==> config.mk <==
export PLATFORM = sky130hd
export DESIGN_NAME = cic_decim_ctrl
export DESIGN_NICKNAME = d
export VERILOG_FILES = /design/src/rtl/cic_decim_ctrl.sv
export SDC_FILE = /design/constraint.sdc
export NUM_CORES = 1
export LEC_CHECK = 0
export ABC_AREA = 1
export BUFFER_PORTS_ARGS = -buffer_cell sky130_fd_sc_hd__buf_2
export CORE_ASPECT_RATIO = 1.1
export CORE_MARGIN = 2
export CORE_UTILIZATION = 48
export CTS_CLUSTER_DIAMETER = 30
export DETAILED_ROUTE_END_ITERATION = 10
export PLACE_DENSITY = 0.84
export SKIP_CTS_REPAIR_TIMING = 1
export SLEW_MARGIN = 20
export SYNTH_ARGS = -nofsm -noshare
export SYNTH_HDL_FRONTEND = slang
export SYNTH_SLANG_ARGS = --single-unit
==> constraint.sdc <==
create_clock -name clk -period 1.6 [get_ports clk]
set_input_delay 0.08 -clock clk [delete_from_list [all_inputs] [get_ports clk]]
set_output_delay 0.08 -clock clk [all_outputs]
set_load 0.01 [all_outputs]
==> src/rtl/cic_decim_ctrl.sv <==
// Decimation controller for a CIC filter: paces integrator/comb enables, discards warm-up
// outputs and buffers one output sample. Define CIC_CTRL_OVR_CNT_EN to add the overrun_cnt port.
module cic_decim_ctrl #(
    parameter int DATA_W = 16,
    parameter int CNT_W  = 8,
    parameter int WARMUP = 3
) (
    input  logic              clk,
    input  logic              reset,
    input  logic              enable,
    input  logic [CNT_W-1:0]  dec_ratio,
    input  logic              in_valid,
    output logic              integ_en,
    output logic              comb_en,
    input  logic [DATA_W-1:0] comb_data,
    output logic [DATA_W-1:0] out_data,
    output logic              out_valid,
    input  logic              out_ready,
    output logic              overrun,
`ifdef CIC_CTRL_OVR_CNT_EN
    output logic [7:0]        overrun_cnt,
`endif
    output logic              busy
);

    // WARMUP is expected to be at least 1 (one discarded output per CIC stage)
    localparam int WC_W = (WARMUP < 1) ? 1 : $clog2(WARMUP + 1);
    localparam logic [WC_W-1:0] WARM_LAST = WC_W'(WARMUP - 1);

    typedef enum logic [1:0] {
        S_IDLE,
        S_WARMUP,
        S_RUN
    } state_t;

    state_t            r_state;
    state_t            w_nextState;
    logic [CNT_W-1:0]  r_ratio;
    logic [CNT_W-1:0]  r_phase;
    logic [WC_W-1:0]   r_warmCnt;
    logic              r_capPending;
    logic              w_phaseWrap;
    logic              w_capture;
    logic              w_start;
    logic              w_warmDone;

    always_ff @(posedge clk or posedge reset) begin
        if (reset) begin
            r_state <= S_IDLE;
        end else begin
            r_state <= w_nextState;
        end
    end

    always_comb begin
        w_nextState = r_state;
        busy        = (r_state != S_IDLE);
        integ_en    = in_valid && busy;
        w_phaseWrap = (r_phase == (r_ratio - CNT_W'(1)));
        comb_en     = integ_en && w_phaseWrap;
        w_start     = (r_state == S_IDLE) && enable;
        // A capture seen while enable is low is abandoned along with the run
        w_capture   = r_capPending && enable;
        w_warmDone  = (r_state == S_WARMUP) && w_capture && (r_warmCnt == WARM_LAST);
        if (!enable) begin
            w_nextState = S_IDLE;
        end else begin
            case (r_state)
                S_IDLE:   w_nextState = S_WARMUP;
                S_WARMUP: if (w_warmDone) w_nextState = S_RUN;
                S_RUN:    w_nextState = S_RUN;
                default:  w_nextState = S_IDLE;
            endcase
        end
    end

    always_ff @(posedge clk or posedge reset) begin
        if (reset) begin
            r_ratio      <= CNT_W'(1);
            r_phase      <= '0;
            r_warmCnt    <= '0;
            r_capPending <= 1'b0;
            out_data     <= '0;
            out_valid    <= 1'b0;
            overrun      <= 1'b0;
`ifdef CIC_CTRL_OVR_CNT_EN
            overrun_cnt  <= 8'd0;
`endif
        end else if (w_start) begin
            r_ratio      <= (dec_ratio == '0) ? CNT_W'(1) : dec_ratio;
            r_phase      <= '0;
            r_warmCnt    <= '0;
            r_capPending <= 1'b0;
            out_valid    <= 1'b0;
            overrun      <= 1'b0;
`ifdef CIC_CTRL_OVR_CNT_EN
            overrun_cnt  <= 8'd0;
`endif
        end else if (!enable) begin
            r_capPending <= 1'b0;
            out_valid    <= 1'b0;
        end else begin
            if (integ_en) begin
                r_phase <= w_phaseWrap ? '0 : (r_phase + CNT_W'(1));
            end
            r_capPending <= comb_en;
            if (w_capture) begin
                if (r_state == S_WARMUP) begin
                    r_warmCnt <= r_warmCnt + WC_W'(1);
                end else if (!out_valid || out_ready) begin
                    out_data  <= comb_data;
                    out_valid <= 1'b1;
                end else begin
                    overrun <= 1'b1;
`ifdef CIC_CTRL_OVR_CNT_EN
                    if (overrun_cnt != 8'hFF) overrun_cnt <= overrun_cnt + 8'd1;
`endif
                end
            end else if (out_valid && out_ready) begin
                out_valid <= 1'b0;
            end
        end
    end

endmodule

==> metrics.md, run 1 <==
| Metric | Value |
|---|---|
| Run status | `finished with violations` |
| Failing checks | `negative setup slack` |
| Post-Syn Instances | `around 230` |
| Worst Path Arrival | `roughly 1.9 ns` |
| Min-Delay Path Depth | `3` |
| Syn. warnings | `0` |
| Worst rel slew slack | `between 60 and 70%` |
| Synth cell types | `29` |
| Final hold vios | `0` |
| Tightest Pin Transition | `0.478 ns` |
| Largest fanout on the critical path | `6` |
| Clock latency on the worst-skew pair | `0.30 ns` |
| Syn nets | `~270` |
| DR iter-0 viols | `63` |
| Initial Utilization | `49.2%` |
| Setup Viol. Count Final | `10` |
| Max stage delay on crit path | `about 0.54 ns` |
| DRC | `0` |
| Clock buffer depth | `2` |
| WHS Endpoint | `r_ratio[7]$_DFFE_PP0P_` |
| Worst Setup Path Type | `reg2out` |
| Leak Pwr | `approximately 1.6 nW` |
| FF-to-FF Start | `r_ratio[0]$_DFFE_PP1P_` |
| Delay-heaviest family, CP | `simple AND/OR/NAND/NOR gates` |
| Global-route wire length before repair | `7580 um` |
| Register-to-register setup slack | `-0.37 ns` |
| Sw Share | `between 30 and 40%` |
| Combinational share of power | `about two fifths` |
| Vias post-DR | `about 1,800` |
| Critical path cell sequence | `inv_2, ha_4, inv_2, nand2_1, nand2_1, nand2_1, nor2_1, nand3_1, nor2_1, nand2_2, nor2_2, buf_2` |
| Area leader, netlist | `dfrtp_1` |
| First-pass DRT Iterations | `4` |
| Num CTS Buffers | `5` |
| Vias/cell | `a little under 5` |
| Syn_area_per_cell | `9.00 um2` |
| Die Ht | `between 70 and 80 um` |
| Slew Viols, Final | `0` |
| Mapped Area | `0.00208 mm2` |
| Final worst slack | `-0.390 ns` |
| Synth Register Bits | `39` |
| Vias in the first global route | `1,788` |
| # diodes | `0` |
| Ports | `50` |
| Gp weighted congestion | `0.873` |
| RSZ-0062 raised after global routing | `yes` |
| Max_cap viols | `0` |
| Gr ovfl total | `0` |
| Drt wl/cell | `~13 um` |
| Die outline width | `66.8 um` |
| Post-Route WL | `~4700 um` |
| Crit start category | `register` |
| Sw power | `roughly 0.0013 W` |
| Min-Delay Path Class | `in2reg` |
| R2R Path End | `r_phase[7]$_DFFE_PP0P_` |
| Post-synthesis sequential area ratio | `between 40 and 50%` |
| I/O Buffers | `just under 50` |
| # nets final | `342` |
| Largest net degree at the start of global routing | `40` |
| PD cells | `1340 mW/mm2` |
| Period utilization | `124%` |
| Sequential share of power | `around 36%` |
| Pre-CTS WS | `-0.193 ns` |
| Hold_ws | `0.00548 ns` |
| Core area | `0.00422 mm2` |
| H-tree levels | `2` |
| Top post-synthesis cells by area | `dfrtp_1, nand2_1, mux2_4` |
| Share of the core filled with cells | `between 60 and 70%` |
| Clk pwr share | `between 20% and 30%` |
| Worst EP required | `1.52 ns` |
| Internal cell power | `0.00234 W` |
| Layout cell share with drive strength beyond 1 | `36.7%` |
| Final HPWL DP | `around 3300 um` |
| ANT nets after route | `0` |
| Tmin final | `approximately 2.0 ns` |
| Worst path bufs/invs | `3` |
| Gr usage total | `between 20 and 25%` |
| CTS tree | `yes` |
| Worst hold start | `dec_ratio[7]` |
| # rows | `25` |
| Root buf cell | `clkbuf_8` |
| Worst Skew | `0.00684 ns` |
| Most used cell, CP | `nand2_1` |
| CP max-delay cell | `dfstp_2` |
| Area delta synth->final | `32.0%` |
| Worst Reg-to-Reg Cells | `15` |
| CP endpoint kind | `output pin` |
| Synth top area share | `between 40% and 50%` |
| Die Area | `~0.0049 mm2` |
| Max Clock Freq | `around 500 MHz` |
| CTS clock-pin slew for the worst setup and hold paths | `about 0.070 ns` |
| Initial antenna violation count | `0` |
| VDD IR-drop max | `between 0.8 and 0.9 mV` |
| CTS sink cnt | `39` |
==> metal layers <==
layer | wire, um | GRT usage, % | up-vias
li1 | - | - | 880
met1 | 1760 | 23.0 | 837
met2 | 2620 | 37.7 | 49
met3 | 263 | 5.09 | 7
met4 | 67 | 7.26 | 0
met5 | 0 | 0 | -
==> sequential cells by signal (all words and copies together), names as in the netlist <==
register      cells
out_data         16
r_warmCnt         2
r_phase           8
r_capPending      1
out_valid         1
r_state           2
r_ratio           8
overrun           1
==> placed cells by master (no fill, tap or decap), drive strengths merged <==
master and count:
o211ai 1, nand2 64, o21ai 10, mux2 16, nand4 2, clkinv 3, o31ai 1, ha 6
nand3 21, dlygate4sd3 1, inv 33, o2111ai 1, dfrtp 38, xnor2 3, clkbuf 7, xor2 7
or2 2, a21oi 3, buf 70, nor2 13, bufinv 1, dfstp 1, nor3 4
==> cells in the mapped netlist (all sizes together) <==
cell and number:
o211ai 1, o21ai 10, clkinv 2, xnor2 3, xor2 7, o2111ai 1, or2 2, buf 2
inv 33, ha 6, a21oi 3, nand2 64, dfstp 1, nor2 13, nor3 4, nand4 2
mux2 16, o31ai 1, clkbuf 1, nand3 21, dfrtp 38
==> cell families after synthesis <==
family | after synthesis | synth area share (%)
buffers and inverters | 38 | 7.58
flip-flops | 39 | 47.0
adder cells (fa/ha/maj) | 6 | 3.61
XOR/XNOR | 10 | 4.21
multiplexers | 16 | 10.5
AO/OA/AOI/OAI | 16 | 4.93
AND/OR/NAND/NOR | 106 | 22.2
==> tightest hold or removal path: cells and delay by family <==
family        cells  cell delay [ns]
simple gates      2             0.10
buf+inv           1             0.09
==> through the flow <==
stage	instance area, um2	setup TNS, ns	std cells	power (W)
floorplan	2100	-0.367	231	0.00228
global placement	2480	-1.00	342	0.00269
detailed placement	2480	-1.50	342	0.00275
CTS	2600	-1.94	350	0.00361
global route	2750	-3.83	362	0.00397
finish	2750	-1.96	362	0.00368
==> how the worst max path moves through the flow <==
stage	from	to	slack [ns]	depth (start not counted)
after floorplan	r_ratio[0]$_DFFE_PP1P_	r_phase[1]$_DFFE_PP0P_	-0.05	11
final	r_ratio[0]$_DFFE_PP1P_	comb_en	-0.39	12
after global placement	r_ratio[0]$_DFFE_PP1P_	comb_en	-0.15	11
after detailed placement	r_ratio[0]$_DFFE_PP1P_	comb_en	-0.19	11
after CTS	r_ratio[0]$_DFFE_PP1P_	comb_en	-0.51	11
after global routing	r_ratio[0]$_DFFE_PP1P_	comb_en	-0.53	11
==> cell type report <==
type | instances | area (um2)
inverters | 35 | 134
repair buffers | 72 | 458
clock inverters | 2 | 35.0
well taps | 54 | 67.6
fillers | 336 | 1480
clock buffers | 6 | 82.6
flip-flops and latches | 39 | 977
multi-input cells | 154 | 991
==> power groups by stage <==
stage                     Sequential, W  Clock [W]  Combinational (W)
after floorplan                 0.00134          0           0.000946
after CTS                       0.00134   0.000870            0.00140
after global placement          0.00134          0            0.00135
after global routing            0.00136   0.000913            0.00170
final                           0.00134   0.000853            0.00149
after detailed placement        0.00135          0            0.00140
(Power assumes the default switching activity.)
==> inputs of run 2 (changes only) <==
Settings changed: CORE_MARGIN 2 to 5.
==> metrics.md, run 2 (synthesis gave the netlist of run 1 again) <==
| Metric | Value |
|---|---|
| Run status | `finished with violations` |
| Failing checks | `negative setup slack` |
| Period utilization | `129% (+5.0 points)` |
| Met3 Use GR | `4.81% (-0.28 points)` |
| Final hold vios | `0 (unchanged)` |
| I/O Buffers | `49 (unchanged)` |
| Vias in the first global route | `1,820 (+1.8%)` |
| CP endpoint kind | `output pin` |
| # diodes | `0 (unchanged)` |
| Worst EP required | `1.52 ns (about the same)` |
| Core area | `0.00425 mm2 (+0.74%)` |
| DR iter-0 viols | `73 (+16%)` |
| Slew Viols, Final | `0 (unchanged)` |
| Crit start category | `register` |
| Final instance area | `0.00279 mm2 (+1.5%)` |
| Clock latency on the worst-skew pair | `0.29 ns (about the same)` |
| Worst Path Arrival | `1.99 ns (+0.08 ns)` |
| Layout cell share with drive strength beyond 1 | `39.0% (+2.3 points)` |
| Clock buffer depth | `2 (unchanged)` |
| Total power | `0.00381 W (+3.5%)` |
| FILL cells | `344 (+2.4%)` |
| Global-route wire length before repair | `7800 um (+2.9%)` |
| Met1 Use GR | `20.9% (-2.1 points)` |
| Post-Route WL | `4980 um (+5.7%)` |
| Worst Reg-to-Reg Cells | `13 (-2)` |
| Tmin final | `2.07 ns (+0.0796 ns)` |
| Die Area | `0.00575 mm2 (+18%)` |
| Drt wl/cell | `13.6 um (+4.2%)` |
| PD cells | `1370 mW/mm2 (+2.0%)` |
| Worst Skew | `0.00578 ns (-0.00105 ns)` |
| Leak Pwr | `1.57 nW (+1.1%)` |
| Biggest registers after layout | `out_data x16, r_phase x8, r_ratio x8` |
| Ports | `50 (unchanged)` |
| # nets final | `347 (+1.5%)` |
| Gr ovfl total | `0 (unchanged)` |
| Gr usage total | `17.2% (-3.4 points)` |
| First-pass DRT Iterations | `4 (unchanged)` |
| Post-Place Cell Area | `0.00250 mm2 (+0.60%)` |
| Initial antenna violation count | `0 (unchanged)` |
| Root buf cell | `clkbuf_8` |
| CTS sink cnt | `39 (unchanged)` |
| Min-Delay Path Depth | `3 (unchanged)` |
| Initial Utilization | `48.9% (-0.36 points)` |
| Min-Delay Path Class | `in2reg` |
| Final HPWL DP | `3380 um (+2.4%)` |
| Commonest non-fill, non-tap cell in the layout | `nand2_1` |
| Most used cell, CP | `nand2_1` |
| Max reg flops | `16 (unchanged)` |
| Most frequent cells in the layout | `nand2_1, buf_2, dfrtp_1, inv_1, buf_4` |
| ANT nets after route | `0 (unchanged)` |
| Met2 Resource Use GR | `29.4% (-8.2 points)` |
| Final worst slack | `-0.469 ns (-0.0796 ns)` |
| Largest fanout on the critical path | `5 (-1)` |
| DRC | `0 (unchanged)` |
| Max Clock Freq | `483 MHz (-3.8%)` |
| Global-route layer with the greatest usage | `met2` |
| Critical path cell sequence | `inv_2, ha_4, or2_1, nand2_1, nand2_1, nand2_1, nand3_2, nor2_2, nand2_2, nor2_2, buf_2` |
| Share of the core filled with cells | `65.5% (+0.46 points)` |
| Die Ht | `79.0 um (+8.2%)` |
| Die outline width | `72.8 um (+9.0%)` |
| Max stage delay on crit path | `0.54 ns (about the same)` |
| Max_cap viols | `0 (unchanged)` |
| Gp weighted congestion | `0.860 (-1.4%)` |
| VDD IR-drop max | `1.14 mV (+27%)` |
| Worst Setup Path Type | `reg2out` |
| Worst rel slew slack | `67.0% (-1.1 points)` |
| Vias/cell | `5.02 (+2.5%)` |
| Largest net degree at the start of global routing | `40 (unchanged)` |
| RSZ-0062 raised after global routing | `yes` |
| Tightest Pin Transition | `0.494 ns (+0.0167 ns)` |
| CTS tree | `yes` |
| CP max-delay cell | `dfstp_2` |
| Num CTS Buffers | `5 (unchanged)` |
| H-tree levels | `2 (unchanged)` |
| Largest Register | `out_data` |
| CTS clock-pin slew for the worst setup and hold paths | `0.08 ns (about the same)` |
| Area delta synth->final | `33.9%` |
| Setup Viol. Count Final | `10 (unchanged)` |
| # rows | `25 (unchanged)` |
| Setup TNS | `-2.84 ns (-0.878 ns)` |
| Vias post-DR | `1,843 (+3.9%)` |
==> run 2: final timing paths <==
path	startpoint	slack [ns]	end
hold / removal	dec_ratio[7]	0.009	r_ratio[7]$_DFFE_PP0P_
max in group asynchronous	reset	0.73	r_ratio[0]$_DFFE_PP1P_
setup / recovery	r_ratio[0]$_DFFE_PP1P_	-0.47	comb_en
min in group asynchronous	reset	0.50	out_data[3]$_DFFE_PP0P_
setup reg to reg	r_ratio[0]$_DFFE_PP1P_	-0.34	r_phase[3]$_DFFE_PP0P_
hold reg to reg	out_data[1]$_DFFE_PP0P_	0.51	out_data[1]$_DFFE_PP0P_
==> run 2: routing by layer <==
layer  routed length, um  share of wire (%)
met1                1980                 40
met2                2600                 52
met3                 334                6.7
met4                  70                1.4
met5                   0                  0
==> run 2: report_power, final <==
part           switching [W]  internal [W]
Combinational       0.000908      0.000743
Clock               0.000362      0.000464
Sequential          0.000147       0.00119
==> run 2: area by class of cell <==
class | count | area (um2) | share of cell area [%]
Multi-Input combinational cell | 154 | 1000 | 36.0
Sequential cell | 39 | 977 | 35.1
Timing Repair Buffer | 77 | 492 | 17.7
Inverter | 35 | 134 | 4.81
Clock buffer | 5 | 68.8 | 2.47
Tap cell | 54 | 67.6 | 2.43
Clock inverter | 3 | 43.8 | 1.57
==> run 2: stage by stage <==
stage               cells  hold slack (ns)  setup WS [ns]
floorplan             231            0.175        -0.0451
CTS                   352          -0.0836         -0.542
global route          367          0.00528         -0.598
finish                367          0.00874         -0.469
detailed placement    344            0.236         -0.211
global placement      344            0.216         -0.150
==> run 2: critical path, delay by kind of cell (launching register included) <==
kind          cells  cell delay (ns)
flops             1             0.54
fa+ha+maj         1             0.15
buf+inv           2             0.19
simple gates      8             0.82
==> inputs of run 3 (changes only) <==
Settings changed: CORE_UTILIZATION 48 to 57, PLACE_DENSITY 0.84 to 0.92.
Clock period 1.6 ns to 2.4 ns, I/O delays scaled along.
==> metrics.md, run 3 (synthesis gave the netlist of run 1 again) <==
| Metric | Value |
|---|---|
| CTS sink cnt | `39 (unchanged)` |
| Commonest non-fill, non-tap cell in the layout | `nand2_1` |
| Die outline width | `67.6 um (-7.1%)` |
| Worst Path Arrival | `2.12 ns (+0.13 ns)` |
| Worst Setup Path Type | `reg2out` |
| DRC | `0 (unchanged)` |
| Worst Reg-to-Reg Cells | `14 (+1)` |
| FILL cells | `240 (-30%)` |
| Initial antenna violation count | `0 (unchanged)` |
| Largest net degree at the start of global routing | `40 (unchanged)` |
| Largest Register | `out_data` |
| Met1 Use GR | `24.6% (+3.7 points)` |
| Ports | `50 (unchanged)` |
| H-tree levels | `2 (unchanged)` |
| VDD IR-drop max | `0.635 mV (-44%)` |
| CP max-delay cell | `dfstp_2` |
| CTS clock-pin slew for the worst setup and hold paths | `0.07 ns (about the same)` |
| Clk pwr share | `19.3% (-2.4 points)` |
| Layout cell share with drive strength beyond 1 | `29.1% (-9.9 points)` |
| Worst Skew | `0.00379 ns (-0.00199 ns)` |
| Cells after DPL | `328 (-4.7%)` |
| Sequential share of power | `41.4% (+6.4 points)` |
| Die Ht | `73.4 um (-7.2%)` |
| Hold_ws | `-0.0387 ns (-0.0475 ns)` |
| Initial Utilization | `57.8% (+8.9 points)` |
| Area delta synth->final | `19.9%` |
| Worst EP required | `2.28 ns (+0.76 ns)` |
| CTS tree | `yes` |
| Crit start category | `register` |
| # rows | `23 (-8.0%)` |
| First-pass DRT Iterations | `4 (unchanged)` |
| Max_cap viols | `0 (unchanged)` |
| Tmin final | `around 2.2 ns` |
| Met3 Use GR | `5.96% (+1.2 points)` |
| Slew Viols, Final | `0 (unchanged)` |
| Failing checks | `negative hold slack` |
| Max reg flops | `16 (unchanged)` |
| PD cells | `864 mW/mm2 (-37%)` |
| # diodes | `0 (unchanged)` |
| Die Area | `0.00496 mm2 (-14%)` |
| Num CTS Buffers | `5 (unchanged)` |
| Met2 Resource Use GR | `36.3% (+6.9 points)` |
| Internal cell power | `0.00133 W (-45%)` |
| Critical path cell sequence | `inv_1, ha_1, inv_1, nand2_1, nand2_1, nand2_1, nor2_1, nand3_1, nor2_1, nand2_2, nor2_1, buf_2` |
| Final hold vios | `38 (+38)` |
| Gr usage total | `21.2% (+4.0 points)` |
| ANT nets after route | `0 (unchanged)` |
| Share of the core filled with cells | `69.3% (+3.9 points)` |
| DR iter-0 viols | `61 (-16%)` |
| Vias/cell | `4.98 (-0.78%)` |
| CP endpoint kind | `output pin` |
| Period utilization | `between 90% and 100%` |
| Sw Share | `38.5% (+1.3 points)` |
| Tightest Pin Transition | `0.675 ns (+0.181 ns)` |
| Combinational share of power | `39.3% (-4.1 points)` |
| Sw power | `0.000830 W (-41%)` |
| Drt wl/cell | `13.8 um (+1.5%)` |
| Global-route wire length before repair | `7900 um (+1.2%)` |
| Global-route layer with the greatest usage | `met2` |
| I/O Buffers | `49 (unchanged)` |
| Post-Route WL | `4710 um (-5.5%)` |
| Gp weighted congestion | `0.859 (-0.14%)` |
| Vias in the first global route | `1,788 (-1.8%)` |
| Run status | `finished with violations` |
| Clock buffer depth | `2 (unchanged)` |
| Final HPWL DP | `3390 um (+0.34%)` |
| Vias post-DR | `1,704 (-7.5%)` |
| Clock latency on the worst-skew pair | `0.29 ns (about the same)` |
| Leak Pwr | `1.44 nW (-8.0%)` |
| Max stage delay on crit path | `0.53 ns (about the same)` |
| Worst rel slew slack | `54.8% (-12 points)` |
| Max Clock Freq | `between 400 and 500 MHz` |
| Most frequent cells in the layout | `nand2_1, buf_2, dfrtp_1, inv_1, nand3_1` |
| Core area | `0.00360 mm2 (-15%)` |
| Biggest registers after layout | `out_data x16, r_phase x8, r_ratio x8` |
| Non-Filler Instances | `342 (-6.8%)` |
| Post-Place Cell Area | `0.00237 mm2 (-5.2%)` |
| Setup Viol. Count Final | `0 (-10)` |
| # nets final | `326 (-6.1%)` |
| Gr ovfl total | `0 (unchanged)` |
| Final instance area | `0.00249 mm2 (-10%)` |
| Largest fanout on the critical path | `6 (+1)` |
| Min-Delay Path Class | `in2async` |
| Root buf cell | `clkbuf_8` |
==> run 3: stage by stage <==
stage                     power [W]  setup TNS, ns  setup WS, ns
final                       0.00216              0         0.165
after global routing        0.00234       -0.00272      -0.00272
after floorplan             0.00149              0         0.639
after CTS                   0.00215              0         0.121
after detailed placement    0.00172              0         0.441
after global placement      0.00167              0         0.524
==> run 3: layout make-up <==
| type | count | area [um2] | share of cell area, % |
|---|---|---|---|
| sequential | 39 | 977 | 39.2 |
| multi-input combinational | 154 | 945 | 37.9 |
| timing repair buffer | 56 | 298 | 11.9 |
| inverter | 35 | 131 | 5.27 |
| clock buffer | 8 | 80.1 | 3.21 |
| tap | 50 | 62.6 | 2.51 |
==> run 3: layer usage <==
metal | up-vias | part of all wire, %
li1 | 852 | -
met1 | 782 | 40
met2 | 59 | 51
met3 | 11 | 6.8
met4 | 0 | 2.2
met5 | - | 0
==> run 3: path summary, 6_finish.rpt <==
path                                              from                        to  slack [ns]
worst max register to register  r_ratio[0]$_DFFE_PP1P_    r_phase[6]$_DFFE_PP0P_        0.35
min in group clk                          comb_data[8]   out_data[8]$_DFFE_PP0P_        0.06
worst max-delay path            r_ratio[0]$_DFFE_PP1P_                   comb_en        0.16
worst min register to register     overrun$_DFFE_PP0P_       overrun$_DFFE_PP0P_        0.49
worst min-delay path                             reset  out_data[15]$_DFFE_PP0P_       -0.04
max in group asynchronous                        reset    r_ratio[0]$_DFFE_PP1P_        2.08
==> run 3: power by group through the flow <==
| stage | Sequential, W | Clock (W) | Combinational [W] |
|---|---|---|---|
| after floorplan | 0.000888 | 0 | 0.000603 |
| after global placement | 0.000894 | 0 | 0.000772 |
| after detailed placement | 0.000900 | 0 | 0.000820 |
| after CTS | 0.000892 | 0.000424 | 0.000830 |
| after global routing | 0.000912 | 0.000456 | 0.000969 |
| final | 0.000893 | 0.000416 | 0.000846 |
==> run 3: worst max-delay path, delay by kind of cell (launching register included) <==
| family | cells | cell delay, ns |
|---|---|---|
| flip-flops | 1 | 0.53 |
| adder cells (fa/ha/maj) | 1 | 0.32 |
| buffers and inverters | 3 | 0.31 |
| AND/OR/NAND/NOR | 8 | 0.67 |
